`src/rtl/mantissa_normalize_unit.sv`:
```
// Two-stage mantissa normalizer: S1 captures the raw sum plus its leading-zero count,
// S2 shifts, adjusts the exponent and classifies the result (zero/subnormal/overflow).
module mantissa_normalize_unit (
    input  logic        i_clk,
    input  logic        i_rst_n,
    input  logic        i_valid,
    output logic        o_ready,
    input  logic        i_sign,
    input  logic [7:0]  i_exp,
    input  logic [24:0] i_mant,
    output logic        o_valid,
    input  logic        i_ready,
    output logic        o_sign,
    output logic [7:0]  o_exp,
    output logic [22:0] o_fract,
    output logic        o_is_subnormal,
    output logic        o_zero,
    output logic        o_overflow
);

    logic        s1_valid;
    logic        s1_sign;
    logic [7:0]  s1_exp;
    logic [24:0] s1_mant;
    logic [4:0]  s1_lzc;
    logic        s1_advance;
    logic [4:0]  lzc;

    logic [8:0]  exp9;
    logic [8:0]  exp_inc;
    logic [23:0] shl;
    logic [4:0]  sh_amt;
    logic [7:0]  n_exp;
    logic [22:0] n_fract;
    logic        n_sub;
    logic        n_zero;
    logic        n_ovf;

    assign s1_advance = !o_valid || i_ready;
    assign o_ready    = !s1_valid || s1_advance;

    // Highest set bit wins; an all-zero field is caught by the zero / carry checks in S2.
    always_comb begin
        lzc = 5'd23;
        for (int i = 0; i < 24; i++) begin
            if (i_mant[i]) lzc = 5'(23 - i);
        end
    end

    always_ff @(posedge i_clk or negedge i_rst_n) begin
        if (!i_rst_n) begin
            s1_valid <= 1'b0;
            s1_sign  <= 1'b0;
            s1_exp   <= 8'd0;
            s1_mant  <= 25'd0;
            s1_lzc   <= 5'd0;
        end else if (o_ready) begin
            s1_valid <= i_valid;
            if (i_valid) begin
                s1_sign <= i_sign;
                s1_exp  <= i_exp;
                s1_mant <= i_mant;
                s1_lzc  <= lzc;
            end
        end
    end

    // Exponent math is held in 9 bits so the carry increment can never wrap.
    always_comb begin
        exp9    = {1'b0, s1_exp};
        exp_inc = exp9 + 9'd1;
        shl     = 24'd0;
        sh_amt  = 5'd0;
        n_exp   = 8'd0;
        n_fract = 23'd0;
        n_sub   = 1'b0;
        n_zero  = 1'b0;
        n_ovf   = 1'b0;
        if (s1_mant == 25'd0) begin
            n_zero = 1'b1;
        end else if (s1_mant[24]) begin
            if (exp_inc >= 9'd255) begin
                n_ovf = 1'b1;
                n_exp = 8'hff;
            end else begin
                n_exp   = exp_inc[7:0];
                n_fract = s1_mant[23:1];
            end
        end else if (exp9 > {4'd0, s1_lzc}) begin
            shl     = s1_mant[23:0] << s1_lzc;
            n_exp   = 8'(exp9 - {4'd0, s1_lzc});
            n_fract = shl[22:0];
        end else begin
            // Denormalize: shift only as far as exponent 1 allows, then report exp 0.
            sh_amt  = (s1_exp == 8'd0) ? 5'd0 : 5'(s1_exp - 8'd1);
            shl     = s1_mant[23:0] << sh_amt;
            n_fract = shl[22:0];
            n_sub   = 1'b1;
        end
    end

    always_ff @(posedge i_clk or negedge i_rst_n) begin
        if (!i_rst_n) begin
            o_valid        <= 1'b0;
            o_sign         <= 1'b0;
            o_exp          <= 8'd0;
            o_fract        <= 23'd0;
            o_is_subnormal <= 1'b0;
            o_zero         <= 1'b0;
            o_overflow     <= 1'b0;
        end else if (s1_advance) begin
            o_valid <= s1_valid;
            if (s1_valid) begin
                o_sign         <= s1_sign;
                o_exp          <= n_exp;
                o_fract        <= n_fract;
                o_is_subnormal <= n_sub;
                o_zero         <= n_zero;
                o_overflow     <= n_ovf;
            end
        end
    end

endmodule
```
`config.mk`:
```
export PLATFORM = sky130hd
export DESIGN_NAME = mantissa_normalize_unit
export DESIGN_NICKNAME = d
export VERILOG_FILES = /design/src/rtl/mantissa_normalize_unit.sv
export SDC_FILE = /design/constraint.sdc
export NUM_CORES = 1
export LEC_CHECK = 0
export BUFFER_PORTS_ARGS = -buffer_cell sky130_fd_sc_hd__buf_2
export CAP_MARGIN = 20
export CORE_ASPECT_RATIO = 0.7
export CORE_MARGIN = 3
export CORE_UTILIZATION = 30
export CTS_BUF_LIST = sky130_fd_sc_hd__clkbuf_16
export DETAILED_ROUTE_END_ITERATION = 6
export PLACE_DENSITY = 0.51
export SYNTH_ARGS = -nofsm -noshare
export SYNTH_HDL_FRONTEND = slang
export SYNTH_SLANG_ARGS = --single-unit
```
`constraint.sdc`:
```
create_clock -name i_clk -period 5.6 [get_ports i_clk]
set_clock_uncertainty 0.15 [all_clocks]
set_input_delay 0.56 -clock i_clk [delete_from_list [all_inputs] [get_ports i_clk]]
set_output_delay 0.56 -clock i_clk [all_outputs]
set_load 0.005 [all_outputs]
```
==> results.json, run 1 <==
{
  "reg2reg_from": "s1_exp[0]",
  "grt_pass1_vias": 5591,
  "diodes": 0,
  "synth.area.top_cells": "dfrtp_1 33%, mux2_2 6.6%, nand2_1 4.1%, mux2i_1 4.0%, o211ai_1 3.7%",
  "synth_area_per_cell_um2": 8.66,
  "crit_end": "o_fract[13]",
  "dp_cells": 965,
  "num_rows": 41,
  "hp-class": "input port to flop",
  "drc": 0,
  "path_class": "flop to flop",
  "clockBufferDepth": 2,
  "syn-instance-count": 671,
  "dr.pass1.iters": 5,
  "worstMarginPinSlew_ns": 0.807,
  "ys.flop_type": "dfrtp_1",
  "cp_max_fo": 21,
  "postCtsSetupBuffers": 0,
  "rr_worst_depth": 14,
  "viasPerCell": 5.92,
  "die_y_um": 122,
  "critPathLaunchType": "flop",
  "clock_sinks": 76,
  "cts_tree": "built",
  "dpl-instance-area_um2": 6390,
  "ys_ff_latch": 76,
  "synthDominantCellAreaShare": 0.327,
  "final_design_area_no_fill_um2": 6720,
  "power.leakage_nw": 2.79,
  "grtUsageTotal": 0.221,
  "num-fill-cells": 1956,
  "route.vias.total": 5820,
  "finalHoldWorstSlack_ns": 0.276,
  "io_buffers": 74,
  "cts.htree.levels": 3,
  "root_buffer": "clkbuf_16",
  "fin_crit_ns": 4.78,
  "relSlewSlack": 0.458,
  "ys_warn_count": 0,
  "cts_hold_buf": 0,
  "drt_iter0_drc": 723,
  "cts_resized": 0,
  "gp_congestion": 0.957,
  "syn-num-nets": 719,
  "synthArstFlopShare": 1.00,
  "grt_pass1_wl_um": 34900,
  "ios": 75,
  "reg2reg_to": "o_fract[13]",
  "crit_start": "s1_exp[0]",
  "cp.required_ns": 5.70,
  "fin_nets": 768,
  "drive_above_1_share": 0.218,
  "cp.arrival_ns": 4.88,
  "final_common_cell": "dfrtp_1",
  "dieArea_um2": 21100,
  "synth.distinct_cells": 75,
  "fin_crit_sh": 0.854,
  "ir_drop_v": 0.000158,
  "drv_cap": 0,
  "syn_area_um2": 5810,
  "clk_pin_slew_worst_paths_ns": 0.06,
  "antenna_found_initial": 0,
  "globalRouteOverflowTotal": 0,
  "wl_per_cell_um": 23.7,
  "hpwl_um": 17400,
  "die_w_um": 172,
  "setup_violations": 0,
  "rsz0062_at_grt": "false",
  "grt_max_degree": 77,
  "final_cells": 983,
  "total_power_mw": 2.38,
  "yosysTopAreaCell": "dfrtp_1",
  "yosysSeqAreaShare": 0.327,
  "status": "completed",
  "setup_tns_ns": 0,
  "detail-route-antenna-nets": 0,
  "routed_wirelength_um": 23300,
  "final_cell_mix": "76 x dfrtp_1, 73 x buf_2, 63 x nand2_1",
  "finalHoldViolations": 0,
  "coreArea_um2": 18500,
  "power_density_nw_per_um2": 355,
  "maxSlewViolCount": 0,
  "fmax_ghz": 0.209,
  "initial_utilization": 0.314,
  "clock_latency_ns": 0.35,
  "synth_edf_count": 0,
  "r2r_slack_ns": 0.82,
  "cp-end-kind": "flop",
  "cts_buffers": 9,
  "area_growth_pct": 15.6
}
[layout make-up]
cell class	count	area (um^2)	area share
Multi-Input combinational cell	526	3610	0.538
Clock inverter	7	68.8	0.0102
Inverter	15	56.3	0.00838
Clock buffer	9	225	0.0335
Timing Repair Buffer	92	531	0.0789
Sequential cell	76	1900	0.283
Tap cell	258	323	0.0480
[through the flow]
stage	setup slack, ns	utilization
after floorplan	1.95	-
after global placement	1.02	0.345
after detailed placement	0.916	0.345
after CTS	0.885	0.361
after global routing	0.463	0.363
final	0.818	0.363
[layer usage]
layer | global-route usage | routed length [um]
met5 | 0 | 0
met4 | 0.0449 | 343
met3 | 0.0679 | 2600
met2 | 0.284 | 8890
met1 | 0.354 | 11500
[registers in the layout, indices dropped and copies added, names as in the netlist, 5 cells and up]
| signal | flops |
|---|---|
| s1_lzc | 5 |
| s1_exp | 8 |
| o_fract | 23 |
| s1_mant | 25 |
| o_exp | 8 |
[how the worst min path moves through the flow]
stage	cells after the start	from	slack, ns	endpoint
after floorplan	0	i_rst_n	0.11	o_exp[0]
after global placement	2	s1_sign	0.29	o_sign
after detailed placement	1	o_exp[4]	0.32	o_exp[4]
after CTS	2	i_valid	0.26	s1_valid
after global routing	2	i_valid	0.27	s1_valid
final	2	i_valid	0.28	s1_valid
[Yosys cell counts (3+ instances only)]
cell and count:
o31ai_1 9, a221oi_1 8, mux2_2 34, nor2_1 54
o2111ai_1 16, buf_2 10, xnor2_1 6, and2_1 17
a221o_1 3, buf_1 6, o21a_1 3, a31oi_1 4
ha_1 9, o311ai_0 5, nor2_2 3, buf_4 3
nor3_1 13, a32oi_1 9, a22oi_1 7, nor3b_1 3
a21o_1 10, nand2_1 64, and3_1 6, xor2_1 5
dfrtp_1 76, nand2b_1 5, a211oi_1 14, o22ai_1 7
o21ai_0 30, mux2i_1 23, nor2b_1 14, nor4_1 9
nand3_1 18, o41ai_1 7, inv_1 15, a21oi_1 38
o211ai_1 29, clkbuf_1 32, a21boi_0 5
[power by group]
part	switching [mW]	leakage (nW)	internal [mW]
clock	0.252	0.136	0.343
sequential	0.182	0.916	0.668
combinational	0.560	1.74	0.377
total	0.995	2.79	1.39
[kinds of logic after synthesis]
kind of cell	count (synthesis)	share of synthesized area
multiplexers	59	0.113
AND/OR/NAND/NOR	219	0.184
buffers and inverters	69	0.0514
XOR/XNOR	11	0.0166
flip-flops	76	0.327
adder cells (fa/ha/maj)	10	0.0228
AO/OA/AOI/OAI	227	0.285
[critical path, cell delays in order, from the launching register on]
cell,delay (ns)
dfrtp_1,0.48
inv_1,0.24
ha_1,0.21
inv_1,0.06
fa_1,0.42
a211oi_1,0.40
o21a_1,0.19
buf_4,0.25
o21ai_1,0.33
buf_4,0.29
o311ai_0,0.59
mux2i_1,0.26
mux2i_1,0.34
mux2i_1,0.19
o31ai_1,0.25
No activity file was read; power rests on OpenSTA's default activity.
==> run 2: changes to the inputs <==
--- a/config.mk
+++ b/config.mk
@@ -5,6 +5,7 @@
 export SDC_FILE = /design/constraint.sdc
 export NUM_CORES = 1
 export LEC_CHECK = 0
+export ABC_AREA = 1
 export BUFFER_PORTS_ARGS = -buffer_cell sky130_fd_sc_hd__buf_2
 export CAP_MARGIN = 20
 export CORE_ASPECT_RATIO = 0.7
==> results.json, run 2 <==
{
  "grt_max_degree": 77,
  "synth_edf_count": 0,
  "worstMarginPinSlew_ns": 1.08,
  "largest_register_ffs": 25,
  "setup_violations": 0,
  "synthDominantCellAreaShare": 0.369,
  "fin_crit_sh": 0.700,
  "ys_warn_count": 0,
  "num-fill-cells": 1857,
  "synth.area.top_cells": "dfrtp_1 37%, nand2_1 19%, nand3_1 11%, o21ai_0 6.5%, inv_1 4.8%",
  "dr_wl_met2_um": 6470,
  "die_w_um": 163,
  "status": "completed",
  "reg2reg_from": "s1_exp[0]",
  "syn-instance-count": 763,
  "worstHoldPathCells": 3,
  "final_common_cell": "nand2_1",
  "root_buffer": "clkbuf_16",
  "maxSlewViolCount": 0,
  "area_growth_pct": 16.0,
  "clock_sinks": 76,
  "cpPeakStageDelay_ns": 0.45,
  "die_y_um": 116,
  "cpMostUsedCell": "nand2_1",
  "reg2reg_to": "o_fract[10]",
  "wl_met1_um": 10100,
  "antenna_found_initial": 0,
  "cp.required_ns": 5.74,
  "path_class": "flop to flop",
  "gp_congestion": 0.964,
  "cts_tree": "built",
  "cp_top_family": "simple AND/OR/NAND/NOR gates",
  "fin_crit_ns": 3.92,
  "synth_common_cells": "267 x nand2_1, 116 x nand3_1, 76 x dfrtp_1, 67 x o21ai_0, 66 x inv_1",
  "crit_slowest_cell": "inv_2",
  "io_buffers": 74,
  "relSlewSlack": 0.278,
  "cp.arrival_ns": 4.06,
  "dpl-instance-area_um2": 5650,
  "largest-register": "s1_mant",
  "clockBufferDepth": 2,
  "ff_latch_area_um2": 1900,
  "viasPerCell": 5.11,
  "reg_top3": "s1_mant x25, o_fract x23",
  "ys_ff_latch": 76,
  "coreArea_um2": 16500,
  "postCtsSetupBuffers": 0,
  "grt_pass1_wl_um": 29000,
  "final_cell_mix": "267 x nand2_1, 116 x nand3_1, 76 x dfrtp_1",
  "num_rows": 39,
  "worstHoldStart": "i_exp[5]",
  "cts.htree.levels": 3,
  "setup_ws_ns": 1.68,
  "dr.pass1.iters": 5,
  "cp-end-kind": "flop",
  "globalRouteOverflowTotal": 0,
  "ir_drop_v": 0.000138,
  "utilization": 0.361,
  "synthArstFlopShare": 1.00,
  "routed_wirelength_um": 18400,
  "grtUsageTotal": 0.200,
  "clk_pin_slew_worst_paths_ns": 0.07,
  "hold_end": "s1_exp[5]",
  "ys.flop_type": "dfrtp_1",
  "fmax_ghz": 0.255,
  "finalHoldWorstSlack_ns": 0.272,
  "power_density_nw_per_um2": 404,
  "syn-num-nets": 811,
  "detail-route-antenna-nets": 0,
  "finalHoldViolations": 0,
  "wl_met3_um": 1780,
  "power.leakage_nw": 3.02,
  "setup_tns_ns": 0,
  "dp_cells": 1032,
  "wl_per_cell_um": 17.6,
  "r2r_slack_ns": 1.68,
  "drc": 0,
  "initial_utilization": 0.311,
  "drt_iter0_drc": 592,
  "ios": 75,
  "fin_nets": 868,
  "final_design_area_no_fill_um2": 5970,
  "total_power_mw": 2.41,
  "cp_max_fo": 23,
  "drive_above_1_share": 0.144,
  "route.vias.total": 5367,
  "cts_buffers": 9,
  "syn_area_um2": 5150,
  "drv_cap": 0,
  "hp-class": "input port to flop",
  "rr_worst_depth": 19,
  "synth.distinct_cells": 37,
  "rsz0062_at_grt": "false",
  "diodes": 0,
  "multi_input_area_um2": 2790,
  "clock_latency_ns": 0.35,
  "grt_pass1_vias": 5000,
  "yosysTopAreaCell": "dfrtp_1",
  "synth_area_per_cell_um2": 6.75,
  "place_ws_ns": 1.77,
  "hpwl_um": 13700,
  "yosysMostFrequentCell": "nand2_1",
  "highest_layer": "met4",
  "crit_buf_inv": 4,
  "crit_chain": "inv_1 > ha_1 > inv_1 > fa_1 > nand2_1 > nand2_1 > nand2_1 > nand3_2 > nand2_2 > inv_2 > nand2_1 > nand2_2 > inv_2 > nand3_1 > nand2_1 > nand2_1 > o21ai_0 > o21ai_0 > nand2_1",
  "dieArea_um2": 18800,
  "yosysSeqAreaShare": 0.369,
  "final_cells": 1050,
  "critPathLaunchType": "flop"
}
run 2: cell types whose count changed in the layout (fill, tap and decap cells not counted), sizes merged, moves of 23 or more:
cell    before  now
mux2        34    0
nor2        57   23
nand3       19  117
inv         16   76
nand2       64  276
o211ai      30    2
o21ai       32   83
mux2i       23    0
a21oi       39   13
run 2: cell type report:
cell class	count	area share
tap	225	0.0471
clock buffer	9	0.0377
timing repair buffer	79	0.0725
sequential	76	0.318
multi-input combinational	579	0.468
clock inverter	7	0.00964
inverter	75	0.0471
run 2: worst reg2reg max path: cells and delay by family, from the launching register on:
kind | cells | cell delay [ns]
buffers and inverters | 4 | 0.85
adders and majority gates | 2 | 0.57
DFF | 1 | 0.42
AOI/OAI and AO/OA | 2 | 0.49
and+or+nand+nor | 11 | 1.37
run 2: kinds of logic after synthesis:
kind of cell             Yosys count  share of synthesized area
AND/OR/NAND/NOR                  438                      0.369
AO/OA/AOI/OAI                    123                      0.134
flip-flops                        76                      0.369
XOR/XNOR                           8                     0.0136
buffers and inverters            108                     0.0880
adder cells (fa/ha/maj)           10                     0.0258
run 2: worst max-delay path by stage:
stage	depth (start not counted)	start	endpoint
global route	22	s1_exp[0]	o_fract[20]
global placement	17	s1_exp[0]	o_fract[10]
detailed placement	19	s1_exp[0]	o_fract[10]
floorplan	24	s1_exp[0]	o_fract[21]
finish	19	s1_exp[0]	o_fract[10]
CTS	17	s1_exp[0]	o_fract[10]
run 2: power by group:
group | total (mW) | internal [mW] | switching, mW
Combinational | 1.02 | 0.344 | 0.671
Sequential | 0.819 | 0.699 | 0.121
Clock | 0.575 | 0.306 | 0.269
Total | 2.41 | 1.35 | 1.06
run 2: what timing repair did:
action / in CTS / in global routing
hold buffers: 0 / 1
gates resized for setup: 0 / 0
hold endpoints to repair: 0 / 22
run 2: routing by layer:
layer  vias up  global-route usage
met4         0              0.0321
li1       2633                   -
met5         -                   0
met2       218               0.245
met1      2506               0.341
met3        10              0.0482
